==> src/rtl/dmux8way_pkg.sv <==
// ============================================================================
// Module   : dmux8way_pkg
// Brief    : Shared constants, state encoding and sel-stepping helper for the
//            dmux8way serial driver.
// Revision : 1.0 - initial release
// ============================================================================
`default_nettype none

package dmux8way_pkg;

    localparam int N_SAIDAS = 8;
    localparam int SEL_W    = 3;

    // 2'b11 is not a legal code; the FSM falls back to IDLE from it.
    typedef enum logic [1:0] {
        IDLE  = 2'b00,
        SHIFT = 2'b01,
        DONE  = 2'b10
    } state_t;

    function automatic logic [SEL_W-1:0] next_sel(
        input logic [SEL_W-1:0] cur,
        input logic             msb_first
    );
        next_sel = msb_first ? (cur - 1'b1) : (cur + 1'b1);
    endfunction

endpackage

`default_nettype wire

==> src/rtl/dmux8way_seq_if.sv <==
// ============================================================================
// Module   : dmux8way_seq_if
// Brief    : Word handshake plus serial (entrada, sel) bus of dmux8way_seq.
// Revision : 1.0 - initial release
// ============================================================================
`default_nettype none

interface dmux8way_seq_if;
    import dmux8way_pkg::*;

    logic [N_SAIDAS-1:0] dado;
    logic                valid;
    logic                ready;
    logic                entrada;
    logic [SEL_W-1:0]    sel;
    logic                busy;
    logic                done;

    modport master (
        output dado, valid,
        input  ready, entrada, sel, busy, done
    );

    modport slave (
        input  dado, valid,
        output ready, entrada, sel, busy, done
    );
endinterface

`default_nettype wire

==> src/rtl/contador_hold.sv <==
// ============================================================================
// Module   : contador_hold
// Brief    : Hold timer; tc pulses on the last of every HOLD_CYCLES enabled
//            cycles, and the count restarts from zero after each pulse.
// Revision : 1.0 - initial release
// ============================================================================
`default_nettype none

module contador_hold #(
    parameter int HOLD_CYCLES = 1
) (
    input  wire logic clock,
    input  wire logic reset,
    input  wire logic en,
    output logic      tc
);

    localparam int               CNT_W    = (HOLD_CYCLES > 1) ? $clog2(HOLD_CYCLES) : 1;
    localparam logic [CNT_W-1:0] CNT_LAST = CNT_W'(HOLD_CYCLES - 1);

    logic [CNT_W-1:0] cnt_q;
    logic [CNT_W-1:0] cnt_d;

    always_comb begin
        tc    = en && (cnt_q == CNT_LAST);
        cnt_d = '0;
        if (en && !tc) begin
            cnt_d = cnt_q + 1'b1;
        end
    end

    always_ff @(posedge clock) begin
        if (reset) begin
            cnt_q <= '0;
        end else begin
            cnt_q <= cnt_d;
        end
    end

endmodule

`default_nettype wire

==> src/rtl/dmux8way_seq.sv <==
// ============================================================================
// Module   : dmux8way_seq
// Brief    : Serialises one handshaken 8-bit word onto (entrada, sel) for a
//            downstream dmux8way, then pulses done for one cycle.
//            Build option: DMUX8WAY_SEQ_MSB_FIRST_EN walks sel 7..0 instead
//            of 0..7.
// Revision : 1.0 - initial release
// ============================================================================
`default_nettype none

module dmux8way_seq
    import dmux8way_pkg::*;
#(
    parameter int HOLD_CYCLES = 1
) (
    input  wire logic     clock,
    input  wire logic     reset,
    dmux8way_seq_if.slave bus
);

    generate
        if (HOLD_CYCLES < 1 || HOLD_CYCLES > 255) begin : g_bad_hold
            $error("dmux8way_seq: HOLD_CYCLES must be within 1..255");
        end
    endgenerate

`ifdef DMUX8WAY_SEQ_MSB_FIRST_EN
    localparam logic MSB_FIRST = 1'b1;
`else
    localparam logic MSB_FIRST = 1'b0;
`endif

    localparam logic [SEL_W-1:0] SEL_FIRST = MSB_FIRST ? SEL_W'(N_SAIDAS - 1) : '0;
    localparam logic [SEL_W-1:0] SEL_LAST  = MSB_FIRST ? '0 : SEL_W'(N_SAIDAS - 1);
    // The shift register moves toward the tapped end, so the tap always holds dado[sel].
    localparam int               TAP_BIT   = MSB_FIRST ? (N_SAIDAS - 1) : 0;

    state_t              state_q;
    state_t              state_d;
    logic [SEL_W-1:0]    sel_q;
    logic [SEL_W-1:0]    sel_d;
    logic [N_SAIDAS-1:0] shreg_q;
    logic [N_SAIDAS-1:0] shreg_d;
    logic                hold_en;
    logic                hold_tc;

    contador_hold #(
        .HOLD_CYCLES (HOLD_CYCLES)
    ) u_contador_hold (
        .clock (clock),
        .reset (reset),
        .en    (hold_en),
        .tc    (hold_tc)
    );

    always_comb begin
        state_d = state_q;
        sel_d   = sel_q;
        shreg_d = shreg_q;
        hold_en = 1'b0;
        case (state_q)
            IDLE: begin
                sel_d = '0;
                if (bus.valid) begin
                    shreg_d = bus.dado;
                    sel_d   = SEL_FIRST;
                    state_d = SHIFT;
                end
            end
            SHIFT: begin
                hold_en = 1'b1;
                if (hold_tc) begin
                    if (sel_q == SEL_LAST) begin
                        sel_d   = '0;
                        shreg_d = '0;
                        state_d = DONE;
                    end else begin
                        sel_d   = next_sel(sel_q, MSB_FIRST);
                        shreg_d = MSB_FIRST ? (shreg_q << 1) : (shreg_q >> 1);
                    end
                end
            end
            DONE: begin
                sel_d   = '0;
                state_d = IDLE;
            end
            default: begin
                sel_d   = '0;
                shreg_d = '0;
                state_d = IDLE;
            end
        endcase
    end

    always_ff @(posedge clock) begin
        if (reset) begin
            state_q <= IDLE;
            sel_q   <= '0;
            shreg_q <= '0;
        end else begin
            state_q <= state_d;
            sel_q   <= sel_d;
            shreg_q <= shreg_d;
        end
    end

    assign bus.ready   = (state_q == IDLE);
    assign bus.busy    = (state_q == SHIFT) || (state_q == DONE);
    assign bus.done    = (state_q == DONE);
    assign bus.sel     = sel_q;
    assign bus.entrada = (state_q == SHIFT) && shreg_q[TAP_BIT];

endmodule

`default_nettype wire

==> src/flat_wrapper.sv <==
// flat-port wrapper written by rule: the top's interface ports become plain ports
module dmux8way_seq_flat import dmux8way_pkg::*;
#(
    parameter int HOLD_CYCLES = 1
)
  (clock, reset, bus_dado, bus_valid, bus_ready, bus_entrada, bus_sel, bus_busy, bus_done);
  dmux8way_seq_if bus_i ();
  input  wire logic clock;
  input  wire logic reset;
  input wire logic [$bits(bus_i.dado)-1:0] bus_dado;
  input wire logic [$bits(bus_i.valid)-1:0] bus_valid;
  output wire logic [$bits(bus_i.ready)-1:0] bus_ready;
  output wire logic [$bits(bus_i.entrada)-1:0] bus_entrada;
  output wire logic [$bits(bus_i.sel)-1:0] bus_sel;
  output wire logic [$bits(bus_i.busy)-1:0] bus_busy;
  output wire logic [$bits(bus_i.done)-1:0] bus_done;
  assign bus_i.dado = bus_dado;
  assign bus_i.valid = bus_valid;
  assign bus_ready = bus_i.ready;
  assign bus_entrada = bus_i.entrada;
  assign bus_sel = bus_i.sel;
  assign bus_busy = bus_i.busy;
  assign bus_done = bus_i.done;
  dmux8way_seq #(.HOLD_CYCLES(HOLD_CYCLES)) u_core (.clock(clock), .reset(reset), .bus(bus_i));
endmodule
==> config.mk <==
export PLATFORM = sky130hd
export DESIGN_NAME = dmux8way_seq_flat
export DESIGN_NICKNAME = d
export VERILOG_FILES = /design/src/rtl/dmux8way_pkg.sv /design/src/rtl/dmux8way_seq_if.sv /design/src/rtl/contador_hold.sv /design/src/rtl/dmux8way_seq.sv /design/src/flat_wrapper.sv
export SDC_FILE = /design/constraint.sdc
export NUM_CORES = 1
export LEC_CHECK = 0
export CAP_MARGIN = 20
export CORE_MARGIN = 5
export CORE_UTILIZATION = 25
export DETAILED_ROUTE_END_ITERATION = 8
export DONT_BUFFER_PORTS = 1
export GPL_TIMING_DRIVEN = 0
export REMOVE_ABC_BUFFERS = 1
export SLEW_MARGIN = 20
export SYNTH_ARGS = -nofsm -noshare
export SYNTH_HDL_FRONTEND = slang
export SYNTH_HIERARCHICAL = 1
export SYNTH_SLANG_ARGS = --single-unit
export TNS_END_PERCENT = 100
==> constraint.sdc <==
create_clock -name clock -period 2.02 [get_ports clock]
set_input_delay 0.404 -clock clock [delete_from_list [all_inputs] [get_ports clock]]
set_output_delay 0.404 -clock clock [all_outputs]
set_load 0.02 [all_outputs]
== Word level (Yosys, flattened, before mapping) ==
Index checks and enable logic that the tools add are counted.
Operators by class
  magnitude comparators: 0
  multiply operators: 0
  mux-type cells: 10
  shifts and indexed selects: 0
  eq/ne operators: 6
  add/sub/neg operators: 2
  bitwise gates (word level): 4
  reductions and logical operators: 10
  divide/modulo/power cells: 0
Operator list (number)
  $pmux 8 s3: 1
  $mux 8: 2
  $mux 7: 1
  $mux 2: 3
  $reduce_and 3->1: 2
  $ne 2x1->1 const B: 2
  $not 1->1: 4
  $pmux 2 s2: 1
  $reduce_or 2->1: 2
  $add 3x1->3 const B: 1
  $eq 3x3->1 const B: 1
  $logic_and 1x1->1: 3
  $mux 3: 1
  $eq 2x1->1 const B: 1
  $eq 2x2->1 const B: 1
  $logic_not 2->1: 1
  $ne 2x2->1 const B: 1
  $add 1x1->1 const B: 1
  $logic_not 1->1: 1
  $logic_or 1x1->1: 1
  $mux 1: 1
Storage, ports and cells
  RAM bits: 0
  logic and storage cells: 36
  output and inout port bits: 7
  memories: 0
  flip-flop bits (word level): 14
  latch bits: 0
  input port bits: 11
  memory bits (read-only): 0

== Longest topological paths before layout ==
Gate-level depths: netlist of run 1.
  depth after elaboration: 7
  gate-level depth with buffers: 7
  depth with buffers taken out: 6

== By module ==
Netlist of run 1, hierarchy kept.
Modules (own cells, without submodules)
  dmux8way_seq: cells an instance 67, times used 1, area an instance 716.9 µm², sequential area each 260.2 µm²
  contador_hold: cells an instance 3, times used 1, area an instance 37.5 µm², sequential area each 20.0 µm²

== Least setup slack after synthesis of run 1 ==
No wires, ideal clock.
  path type: reg2reg
  start: register u_core.sel_q[0], in the netlist u_core/bus.sel[0]
  end: register u_core.shreg_q[4]
  data arrival time: 1.414 ns
  stages on the path, launching flop included: 7
  period minus slack after synthesis: 1.530 ns
  path slack: 0.490 ns
  cell sequence: dfxtp_1 > ha_1 > ha_1 > nor2b_1 > buf_6 > a22o_2 > a22o_1
Between the ends
  longest elaborated chain between the ends: 4
Ends and longest elaborated chain
  from (decl): RTL line dmux8way_seq.sv:40  | logic [SEL_W-1:0] sel_q;
  from (signal assigned): RTL line dmux8way_seq.sv:102  | sel_q <= sel_d;
  $eq 3x3->1: RTL line dmux8way_seq.sv:73  | if (sel_q == SEL_LAST) begin
  $mux 7: RTL line dmux8way_seq.sv:73
  $mux 8: RTL line dmux8way_seq.sv:72  | if (hold_tc) begin
  $pmux 8 s3: RTL line dmux8way_seq.sv:61  | case (state_q)
  to (signal assigned): RTL line dmux8way_seq.sv:103  | shreg_q <= shreg_d;
  to (decl): RTL line dmux8way_seq.sv:42  | logic [N_SAIDAS-1:0] shreg_q;
Every way passes these cells. The select of a mux whose other input is x is not followed.
A chain may end at the register's enable or synchronous reset.

== Worst setup path after layout of run 1 ==
  start: register u_core.state_q[1]
  end: register u_core.shreg_q[4]
Between the ends
  longest elaborated chain between the ends: 5
Ends and longest elaborated chain
  from (decl): RTL line dmux8way_seq.sv:38  | state_t state_q;
  from (signal assigned): RTL line dmux8way_seq.sv:101  | state_q <= state_d;
  $eq 2x1->1: RTL line dmux8way_seq.sv:61
  $mux 1: RTL line dmux8way_seq.sv:61
  net u_core.hold_en: RTL line dmux8way_seq.sv:44  | logic hold_en;
  $logic_and 1x1->1: RTL line contador_hold.sv:25  | tc = en && (cnt_q == CNT_LAST);
  net u_core.hold_tc: RTL line dmux8way_seq.sv:45  | logic hold_tc;
  $ne 2x1->1 (no line)
  $reduce_and 3->1 (no line)
The timed path passes the listed nets, and every way through them passes these cells.

==> results of run 1 <==
through the flow:
step | instance area (um2) | util (%)
6_report | 785 | 26.3
5_1_grt | 785 | 26.3
4_1_cts | 785 | 26.3
3_5_place_dp | 762 | 25.6
3_3_place_gp | 762 | 25.6
2_1_floorplan | 721 | -
worst max-delay path, cell delays in order (launching register included):
cell and delay (ps):
dfxtp_1 330, inv_1 70, ha_1 310, nor2b_4 330, nor2b_4 80, nor4_4 390
a22o_1 200
synth_stat cells (2+ instances only):
| library cell | count |
|---|---|
| a31oi_1 | 2 |
| dfxtp_1 | 14 |
| inv_1 | 5 |
| nor2b_4 | 3 |
| a22o_1 | 7 |
| a22o_2 | 7 |
| nand2b_1 | 3 |
| ha_1 | 5 |
| nor2_1 | 4 |
| a21oi_1 | 2 |
| mux2i_1 | 2 |
| buf_6 | 3 |
flip-flops by register name, indices dropped and copies added, names as in the netlist:
name,flops
u_core/u_contador_hold/cnt_q,1
u_core/shreg_q,8
u_core/bus.sel,3
u_core/state_q,2
routing by layer:
metal | wire length (um) | vias to the layer above | global-route usage, %
met5 | 0 | - | 0
met4 | 21 | 0 | 3.96
met3 | 119 | 2 | 3.12
met2 | 680 | 17 | 11.9
met1 | 679 | 233 | 9.02
li1 | - | 254 | -
worst max-delay path by stage:
stage / cells past startpoint / slack [ps] / endpoint
finish: 6 / 250 / u_core/shreg_q[4]$_SDFFE_PP0P_
global route: 6 / 40 / u_core/shreg_q[6]$_SDFFE_PP0P_
CTS: 6 / 200 / u_core/shreg_q[4]$_SDFFE_PP0P_
detailed placement: 6 / 220 / u_core/shreg_q[4]$_SDFFE_PP0P_
global placement: 6 / 270 / u_core/shreg_q[4]$_SDFFE_PP0P_
floorplan: 6 / 490 / u_core/shreg_q[0]$_SDFFE_PP0P_
area by class of cell:
| cell class | count | area, um2 |
|---|---|---|
| Clock buffer | 3 | 22.5 |
| Fill cell | 317 | 2190 |
| Inverter | 5 | 18.8 |
| Multi-Input combinational cell | 48 | 422 |
| Sequential cell | 14 | 280 |
| Tap cell | 33 | 41.3 |
power breakdown:
| part | leakage [nW] | switching [mW] | internal, mW |
|---|---|---|---|
| logic | 0.177 | 0.0600 | 0.0579 |
| registers | 0.115 | 0.0116 | 0.295 |
| clock network | 0.0138 | 0.0892 | 0.0692 |
| total | 0.306 | 0.161 | 0.422 |
kinds of logic after synthesis:
kind of cell,Yosys count
flip-flops,14
other,1
AO/OA/AOI/OAI,22
AND/OR/NAND/NOR,18
adder cells (fa/ha/maj),5
multiplexers,2
buffers and inverters,8
==> results_dict.tcl, run 1 <==
set metrics [dict create \
    synth_compound_area_share_pct 26.2 \
    htree_levels 1 \
    gp_congestion 0.666 \
    p_total_uw 583 \
    vias_per_cell 4.91 \
    syn_avg_cell_area_um2 10.8 \
    yosysTopAreaCell "dfxtp_1" \
    dieArea_um2 4220 \
    hp-start "reset" \
    antenna_found_initial 0 \
    synth_edf_count 0 \
    ys_top_cells_by_area "dfxtp_1 37%, a22o_2 9.3%, ha_1 8.3%" \
    wl_per_cell_um 14.6 \
    drive_gt1_share_pct 24.3 \
    dieWidth_um 64.9 \
    rr_worst_depth 6 \
    ys_warn_count 6 \
    clk_latency_ps 280 \
    diodes 0 \
    ys_seq_elements 14 \
    clock_path_buffers 2 \
    row_count 20 \
    ios 18 \
    worstSetupStartpointType "flop" \
    drv_cap 0 \
    drt_pass1_iterations 4 \
    initial_core_util_pct 25.3 \
    vias 506 \
    most-common-layout-cells "14 x dfxtp_1, 7 x a22o_2, 7 x a22o_1" \
    cts-resized-gates 0 \
    hp-class "input port to flop" \
    cp.arrival_ps 2000 \
    hpwl_um 1190 \
    grt_max_degree 13 \
    r2r_slack_ps 250 \
    synth_fa_ha_area_share_pct 8.29 \
    synth_cell_types 25 \
    die_h_um 64.9 \
    cts_setup_buffers 0 \
    cp.required_ps 2250 \
    stdcell_count 103 \
    async_flop_share_pct 0 \
    setup_tns_ps 0 \
    final_common_cell "dfxtp_1" \
    antenna_left 0 \
    synth_top_family_by_area "compound AO/OA/AOI/OAI gates" \
    drv_slew 0 \
    end_kind "flop" \
    synthCells 70 \
    fin_crit_ps 1770 \
    drt_iter0_drc 23 \
    synth_area_um2 754 \
    synth_xor_area_share_pct 0 \
    yosysTopAreaCellShare_pct 37.1 \
    crit_type "flop to flop" \
    synthFlopType "dfxtp_1" \
    relSlewSlack_pct 61.0 \
    place_inst 100 \
    portBuffers 0 \
    clock-sinks 14 \
    timing.rr.end "u_core/shreg_q[4]$_SDFFE_PP0P_" \
    finalHoldViolations 0 \
    cts_buffers 3 \
    setup_slack_ps 247 \
    globalRouteTotalUtil_pct 7.67 \
    grt_pass1_vias 536 \
    cp_max_fo 8 \
    core_area_um2 2980 \
    final_nets 88 \
    ir_drop_mv 0.227 \
    power.leakage_nw 0.306 \
    r2r_start "u_core/state_q[1]$_SDFFE_PP0P_" \
    root_buffer "clkbuf_4" \
    grt_pass1_wl_um 2440 \
    worst_hold_slack_ps 181 \
    fin_worst_skew_ps 5.40 \
    gr-total-overflow 0 \
    holdPathEnd "u_core/shreg_q[7]$_SDFFE_PP0P_" \
    post-place-ws_ps 220 \
    yosysSeqAreaShare_pct 37.1 \
    path_clk_slew_ps 80 \
    cts.hold.buffers_added 0 \
    fmax_mhz 564 \
    synth-simple-area-share_pct 18.2 \
    finalSetupViolCount 0 \
    crit_path_start "u_core/state_q[1]$_SDFFE_PP0P_" \
    worstMarginPinSlew_ps 585 \
    drt_wl_total_um 1500 \
    status "finished, final reports clean" \
    hold_depth 1 \
    pwr_density_cell_nw_per_um2 743 \
    cts_tree "built" \
    synthMuxAreaShare_pct 2.65 \
    area_delta_synth_final_pct 3.98 \
    finalCritPeriodShare_pct 87.8 \
    rsz0062_at_grt "false" \
    drc 0 \
]
No activity file was read; power rests on OpenSTA's default activity.
==> run 2: changes to the inputs <==
==> constraint.sdc (replaced) <==
create_clock -name clock -period 1.7 [get_ports clock]
set_input_delay 0.34 -clock clock [delete_from_list [all_inputs] [get_ports clock]]
set_output_delay 0.34 -clock clock [all_outputs]
set_load 0.02 [all_outputs]
==> results_dict.tcl, run 2 (synthesis results as in run 1) <==
set metrics [dict create \
    drt_wl_total_um 1530 \
    grt_pass1_wl_um 2460 \
    gr-total-overflow 0 \
    wl_met3_um 131 \
    clk_latency_ps 280 \
    cp_max_fo 7 \
    finalSetupViolCount 0 \
    antenna_found_initial 0 \
    fmax_mhz 636 \
    antenna_left 0 \
    ios 18 \
    dieArea_um2 4220 \
    hp-class "input port to flop" \
    most-common-layout-cells "14 x dfxtp_1, 7 x a22o_2, 7 x a22o_1" \
    r2r_start "u_core/bus.sel[0]$_SDFFE_PP0P_" \
    ir_drop_mv 0.273 \
    post_dp_cell_area_um2 762 \
    hold_depth 1 \
    vias 526 \
    largest_reg_flops 8 \
    drt_pass1_iterations 4 \
    die_h_um 64.9 \
    htree_levels 1 \
    finalHoldViolations 0 \
    finalCritPeriodShare_pct 92.5 \
    fin_area_um2 835 \
    worstSetupStartpointType "flop" \
    holdPathEnd "u_core/shreg_q[7]$_SDFFE_PP0P_" \
    clock-sinks 14 \
    core_area_um2 2980 \
    initial_core_util_pct 25.3 \
    cp.required_ps 1880 \
    r2r_slack_ps 130 \
    drt-met1-wl_um 659 \
    root_buffer "clkbuf_4" \
    power.leakage_nw 0.324 \
    hpwl_um 1190 \
    top_layer "met4" \
    cts_tree "built" \
    final_common_cell "dfxtp_1" \
    row_count 20 \
    p_total_uw 714 \
    grt_pass1_vias 549 \
    end_kind "flop" \
    dieWidth_um 64.9 \
    vias_per_cell 4.96 \
    pwr_density_cell_nw_per_um2 855 \
    path_clk_slew_ps 80 \
    portBuffers 0 \
    gp_congestion 0.666 \
    timing.rr.end "u_core/shreg_q[4]$_SDFFE_PP0P_" \
    status "finished, final reports clean" \
    drv_cap 0 \
    wl_per_cell_um 14.4 \
    hp-start "reset" \
    post-place-ws_ps -99.7 \
    diodes 0 \
    drc 0 \
    met2WireLength_um 718 \
    grt_max_degree 13 \
    drv_slew 0 \
    drive_gt1_share_pct 31.5 \
    rr_worst_depth 5 \
    setup_slack_ps 128 \
    clock_path_buffers 2 \
    cts_buffers 3 \
    fin_crit_ps 1570 \
    area_delta_synth_final_pct 10.6 \
    regMostFlops "u_core/shreg_q" \
    final_nets 91 \
    crit_type "flop to flop" \
    fin_worst_skew_ps 5.35 \
    drt_iter0_drc 14 \
    cp.arrival_ps 1750 \
    rsz0062_at_grt "false" \
    globalRouteTotalUtil_pct 7.71 \
]
[run 2: cell count changes in the layout (fill, tap and decap cells not counted)]
cell     previous run  this run
ha_4                0         2
nor2b_1             1         0
nor2b_2             0         1
ha_1                5         3
buf_4               0         3
[run 2: cell type report]
type                       count  area (um2)
sequential                    14         280
timing repair buffer           3        22.5
tap                           33        41.3
inverter                       5        18.8
clock buffer                   3        22.5
fill                         313        2140
multi-input combinational     48         449
[run 2: metal layers]
metal / global-route usage [%] / vias to the layer above
li1: - / 258
met1: 9.02 / 247
met2: 12.0 / 19
met3: 3.12 / 2
met4: 3.96 / 0
met5: 0 / -
[run 2: timing repair]
item	in CTS	in global routing
resized for setup	1	4
setup endpoints to repair	7	9
pin swaps	1	0
buffers inserted	3	0
cloned	0	0
hold buffers	0	0
[run 2: where the power goes]
part / leakage [nW] / switching (mW) / internal [mW]
Sequential: 0.115 / 0.0150 / 0.351
Clock: 0.0138 / 0.106 / 0.0822
Combinational: 0.195 / 0.0734 / 0.0861
Total: 0.324 / 0.195 / 0.519
[run 2: how the worst max path moves through the flow]
stage | from | end
after floorplan | u_core/state_q[1]$_SDFFE_PP0P_ | u_core/shreg_q[0]$_SDFFE_PP0P_
after global placement | u_core/state_q[1]$_SDFFE_PP0P_ | u_core/shreg_q[4]$_SDFFE_PP0P_
after detailed placement | u_core/state_q[1]$_SDFFE_PP0P_ | u_core/shreg_q[4]$_SDFFE_PP0P_
after CTS | u_core/state_q[1]$_SDFFE_PP0P_ | u_core/shreg_q[3]$_SDFFE_PP0P_
after global routing | u_core/state_q[1]$_SDFFE_PP0P_ | u_core/shreg_q[6]$_SDFFE_PP0P_
final | u_core/bus.sel[0]$_SDFFE_PP0P_ | u_core/shreg_q[4]$_SDFFE_PP0P_
[run 2: stage by stage]
| step | cells | util [%] | hold slack (ps) | setup TNS (ps) |
|---|---|---|---|---|
| 6_report | 106 | 28.0 | 117 | 0 |
| 5_1_grt | 106 | 28.0 | 99.7 | 0 |
| 4_1_cts | 106 | 27.2 | 104 | 0 |
| 3_5_place_dp | 100 | 25.6 | 418 | -613 |
| 3_3_place_gp | 100 | 25.6 | 412 | -243 |
| 2_1_floorplan | 67 | - | 409 | 0 |
[run 2: worst max-delay path, cell delays in order (launching register included)]
cell	delay [ps]
dfxtp_1	500
ha_1	200
ha_1	230
nor2b_2	110
a22o_2	210
a22o_1	210
==> run 3: changes to the inputs <==
--- a/config.mk
+++ b/config.mk
@@ -12,7 +12,6 @@
 export DONT_BUFFER_PORTS = 1
 export GPL_TIMING_DRIVEN = 0
 export REMOVE_ABC_BUFFERS = 1
-export SLEW_MARGIN = 20
 export SYNTH_ARGS = -nofsm -noshare
 export SYNTH_HDL_FRONTEND = slang
 export SYNTH_HIERARCHICAL = 1
==> results of run 3 <==
Final layout, timing and power as in run 2 (identical DEF).
==> RTL change 1: new RTL, settings of run 2 <==
Set the localparam `MSB_FIRST` to 1'b1 (it was 1'b0).
--- a/src/rtl/dmux8way_seq.sv
+++ b/src/rtl/dmux8way_seq.sv
@@ -27,7 +27,7 @@
 `ifdef DMUX8WAY_SEQ_MSB_FIRST_EN
     localparam logic MSB_FIRST = 1'b1;
 `else
-    localparam logic MSB_FIRST = 1'b0;
+    localparam logic MSB_FIRST = 1'b1;
 `endif
 
     localparam logic [SEL_W-1:0] SEL_FIRST = MSB_FIRST ? SEL_W'(N_SAIDAS - 1) : '0;
Behaviour: not the same (Yosys sat finds a counterexample within 4 cycles, from zero or initial values and one cycle with reset high).
==> RTL change 1 against run 2 <==
Final area grew 4.6%; synthesized area grew 1.5%; first-iteration DRC count is 79% lower; total power up 17%; count of clock-buffer cells in the layout is the same; routed wire length up 11%; core utilization is 1.1 points higher; die area increased by 1.3%; worst setup slack worse by 8.6 ps; sequential cell count unchanged; clock power decreased by 4%; final cell count grew 5.7%; critical endpoint unchanged; largest cell class unchanged.
==> RTL change 1: results (changes against run 2) <==
* DR vias at 573 (was 526)
* Critical Path Max Stage Delay at 420 ps (was 500 ps)
* Post-synthesis sequential area ratio at 0.366 (was 0.371)
* IO Port Bufs at 0 (unchanged)
* Leak at 0.350 nW (was 0.324 nW)
* Async SR Flop Fraction at 0 (unchanged)
* Worst-path clk slew at 80 ps (about the same)
* Slowest CP cell: ha_1 (was dfxtp_1)
* Critical path's top delay family: compound AO/OA/AOI/OAI gates (was flip-flops)
* Ant. Diodes at 0 (unchanged)
* Overall Global Routing Usage at 0.0828 (was 0.0771)
* Cts bufs inserted at 3 (unchanged)
* Status: finished, final reports clean (unchanged)
* Layout net count at 97 (was 91)
* Pin count of the biggest net entering global routing at 14 (was 13)
* First-pass GRT wire length at 2590 µm (was 2460 µm)
* Initial antenna violation count at 0 (unchanged)
* Pre-antenna DRT Iters at 2 (was 4)
* Ys Warns at 6 (unchanged)
* Layout cell share with drive strength beyond 1 at 0.304 (was 0.315)
* Drt total wl at 1700 µm (was 1530 µm)
* Hold crit path type: in -> reg (unchanged)
* Max FFs per register at 8 (unchanged)
* Synth cell types at 28 (was 25)
* Peak supply drop at 0.524 mV (was 0.273 mV)
* Most flops, register: u_core/shreg_q (unchanged)
* CTS root buf: clkbuf_4 (unchanged)
* Fin Clk Skew at 2.96 ps (was 5.35 ps)
* # H-tree levels at 1 (unchanged)
* Routability cong. at 0.800 (was 0.666)
* Post-route insts no fill at 112 (was 106)
* Most common library cells after synthesis: dfxtp_1, a22o_1, inv_1 (was dfxtp_1, a22o_1, a22o_2)
* DR iter-0 viols at 3 (was 14)
* Ranking of synthesized cells by area: dfxtp_1, a22o_1, ha_1 (was dfxtp_1, a22o_2, ha_1)
* DP Cell Count at 103 (was 100)
* Worst-path maximum fanout at 8 (was 7)
* Worst EP arrival at 1800 ps (was 1750 ps)
* DP HPWL at 1220 µm (was 1190 µm)
* CTS Buffer Depth at 2 (unchanged)
* Syn Area/Cell at 10.5 µm² (was 10.8 µm²)
* Clock latency on the worst-skew pair at ~270 ps
## RTL change 1: final cells by class
class / instances / area, µm²
timing repair buffer: 6 / 42.5
inverter: 7 / 26.3
tap: 33 / 41.3
fill: 323 / 2130
sequential: 14 / 280
clock buffer: 3 / 22.5
multi-input combinational: 49 / 460
## RTL change 1: logic make-up (layout without fill, tap and decap cells)
logic type	after synthesis	in the layout	share of synthesized area
AND/OR/NAND/NOR	16	16	0.167
other	1	1	0.00490
adder cells (fa/ha/maj)	5	5	0.0817
buffers and inverters	10	16	0.0686
flip-flops	14	14	0.366
AO/OA/AOI/OAI	27	27	0.312
## RTL change 1: path summary, 6_finish.rpt
kind,start,end,slack (ps),cells past startpoint
setup / recovery,u_core/state_q[0]$_SDFFE_PP0P_,u_core/shreg_q[4]$_SDFFE_PP0P_,120,5
hold / removal,reset,u_core/state_q[0]$_SDFFE_PP0P_,130,1
setup reg to reg,u_core/state_q[0]$_SDFFE_PP0P_,u_core/shreg_q[4]$_SDFFE_PP0P_,120,5
hold reg to reg,u_core/shreg_q[0]$_SDFFE_PP0P_,u_core/shreg_q[0]$_SDFFE_PP0P_,470,1
## RTL change 1: timing repair
action | in CTS | in global routing
pin swaps | 0 | 1
setup buffers | 0 | 6
gates resized for setup | 2 | 3
setup endpoints to repair | 10 | 10
## RTL change 1: layer usage
layer,up-vias,GRT usage,wire (µm)
li1,283,-,-
met3,5,0.0513,138
met4,0,0.0311,23
met2,16,0.137,821
met5,-,0,0
met1,269,0.0847,713
## RTL change 1: power by group
| group | switching, mW | internal (mW) |
|---|---|---|
| combinational | 0.125 | 0.126 |
| sequential | 0.0389 | 0.363 |
| clock | 0.0991 | 0.0821 |
| total | 0.263 | 0.571 |
## RTL change 1: metrics by stage
step | worst slack [ps] | setup TNS [ps] | power, mW | hold WS, ps | area, µm²
2_1_floorplan | 127 | 0 | 0.581 | 412 | 739
3_3_place_gp | -113 | -850 | 0.616 | 417 | 781
3_5_place_dp | -150 | -1190 | 0.621 | 420 | 781
4_1_cts | 11.4 | 0 | 0.812 | 116 | 808
5_1_grt | -0.382 | -0.382 | 0.897 | 98.0 | 873
6_report | 119 | 0 | 0.834 | 130 | 873
==> RTL change 2: new RTL, settings of run 2 <==
Made on the original files. Reset style: asynchronous (`reset`), changed in 2 clocked blocks.
--- a/src/rtl/contador_hold.sv
+++ b/src/rtl/contador_hold.sv
@@ -29,7 +29,7 @@
         end
     end
 
-    always_ff @(posedge clock) begin
+    always_ff @(posedge clock or posedge reset) begin
         if (reset) begin
             cnt_q <= '0;
         end else begin
--- a/src/rtl/dmux8way_seq.sv
+++ b/src/rtl/dmux8way_seq.sv
@@ -92,7 +92,7 @@
         endcase
     end
 
-    always_ff @(posedge clock) begin
+    always_ff @(posedge clock or posedge reset) begin
         if (reset) begin
             state_q <= IDLE;
             sel_q   <= '0;
Behaviour: differs if reset is asserted again (counterexample within 4 cycles, from zero or initial values and one cycle with reset high); with reset held inactive, the same outputs for 10 cycles.
==> RTL change 2 against run 2 <==
First-iteration DRC count fell by 64%; clock skew rose by 1.4 ps; worst setup slack got worse by 68 ps; synthesized area fell by 1.2%; final area rose by 8.7%; count of clock-buffer cells in the layout did not move; final cell count fell by 3.8%; critical path depth rose by 1; die area fell by 0.98%; routed wire length fell by 7.1%; sequential share of layout area rose by 5.0 points; sequential cell count did not move.
Power is not compared: it rests on default switching activity, and its combinational part moved more than twofold at a synthesized area within 25%.
==> RTL change 2: results (changes against run 2) <==
* Start point of the critical path: u_core/state_q[0]$_DFFE_PP0P_ (was u_core/bus.sel[0]$_SDFFE_PP0P_)
* Synthesized-area fraction occupied by adder cells at 0.0839 (was 0.0829)
* First-pass GRT wire length at 2300 µm (was 2460 µm)
* DR WL/cell at 13.9 µm (was 14.4 µm)
* Hold Path Origin: bus_dado[7] (was reset)
* Hold buffers post-CTS at 1 (was 0)
* DR iter-0 viols at 5 (was 14)
* Syn Area/Cell at 11.8 µm² (was 10.8 µm²)
* Status: finished, final reports clean (unchanged)
* Post-synthesis sequential area ratio at 0.470 (was 0.371)
* Slowest CP cell: dfrtp_1 (was dfxtp_1)
* Async SR Flop Fraction at 1.00 (was 0)
* IO Port Bufs at 0 (unchanged)
* Area after DPL at 772 µm² (was 762 µm²)
* Overall Global Routing Usage at 0.0709 (was 0.0771)
* Hold path depth at 2 (was 1)
* Layout net count at 89 (was 91)
* DP HPWL at 1010 µm (was 1190 µm)
* Routability cong. at 0.696 (was 0.666)
* DP Cell Count at 91 (was 100)
* Peak supply drop at approximately 0.78 mV
* F_max at 0.610 GHz (was 0.636 GHz)
* Mux contribution to synthesized area at 0.159 (was 0.0265)
* Non-clock buffers, area share at 0.0800 (was 0.0270)
* # rows at 19 (was 20)
* Sequential cell area share at 0.386 (was 0.336)
* Synth Area in Compound Gates at 0.126 (was 0.262)
* Synth cell types at 20 (was 25)
* Layout cell share with drive strength beyond 1 at 0.380 (was 0.315)
* Worst R2R Path Depth at 6 (was 5)
* Bufs w/o clock at 8 (was 3)
* Pin count of the biggest net entering global routing at 14 (was 13)
* Most common flop cell mapped by yosys: dfrtp_1 (was dfxtp_1)
* DR vias at 488 (was 526)
* Setup bufs post-CTS at 4 (was 3)
* Clk tree area frac at 0.0248 (was 0.0270)
* Multi-In Gates at 41 (was 48)
* Post_cts resized at 9 (was 1)
* Number of global-route vias before repair at 497 (was 549)
* Drt via density at 4.78 (was 4.96)
* Fin Clk Skew at 6.76 ps (was 5.35 ps)
* Worst Tran Pin Value at approximately 520 ps
* Worst-path maximum fanout at 8 (was 7)
* RR Endpoint: u_core/shreg_q[1]$_DFFE_PP0P_ (was u_core/shreg_q[4]$_SDFFE_PP0P_)
* Ys Warns at 6 (unchanged)
* Worst EP arrival at 1800 ps (was 1750 ps)
* Min Hold Slack at 205 ps (was 117 ps)
* Critical Path Max Stage Delay at 410 ps (was 500 ps)
* Hold endpoint: u_core/shreg_q[7]$_DFFE_PP0P_ (was u_core/shreg_q[7]$_SDFFE_PP0P_)
* Dpl ws at -355 ps (was -99.7 ps)
* Layout fillers at 286 (was 313)
* Most common library cells after synthesis: dfrtp_1, a22o_1, mux2_2, nor2b_1 (was dfxtp_1, a22o_1, a22o_2)
* Area of the multi-input gates at 404 µm² (was 449 µm²)
* R2R setup slack at 60 ps (was 130 ps)
* Ranking of synthesized cells by area: dfrtp_1, mux2_2, ha_1 (was dfxtp_1, a22o_2, ha_1)
* Max FFs per register at 8 (unchanged)
## RTL change 2: cell types whose count changed after synthesis, sizes merged, moves of 2 or more
| cell | run 2 | this run |
|---|---|---|
| nand2b | 3 | 0 |
| nor2b | 4 | 7 |
| dfrtp | 0 | 14 |
| mux2 | 0 | 7 |
| buf | 3 | 1 |
| mux2i | 2 | 4 |
| clkbuf | 0 | 2 |
| dfxtp | 14 | 0 |
| a22o | 14 | 7 |
| a31oi | 3 | 0 |
| nor2 | 4 | 1 |
## RTL change 2: per-layer routing
metal / share of wire / wire [µm] / vias up / track usage
met4: 0 / 0 / 0 / 0.0317
met2: 0.43 / 618 / 15 / 0.0979
li1: - / - / 232 / -
met5: 0 / 0 / - / 0
met3: 0.097 / 138 / 0 / 0.0363
met1: 0.47 / 665 / 241 / 0.0919
## RTL change 2: logic make-up after synthesis
kind of cell    Yosys count
mux                      11
fa+ha+maj                 5
compound gates           12
flops                    14
buf+inv                   8
simple gates             12
other cells               1
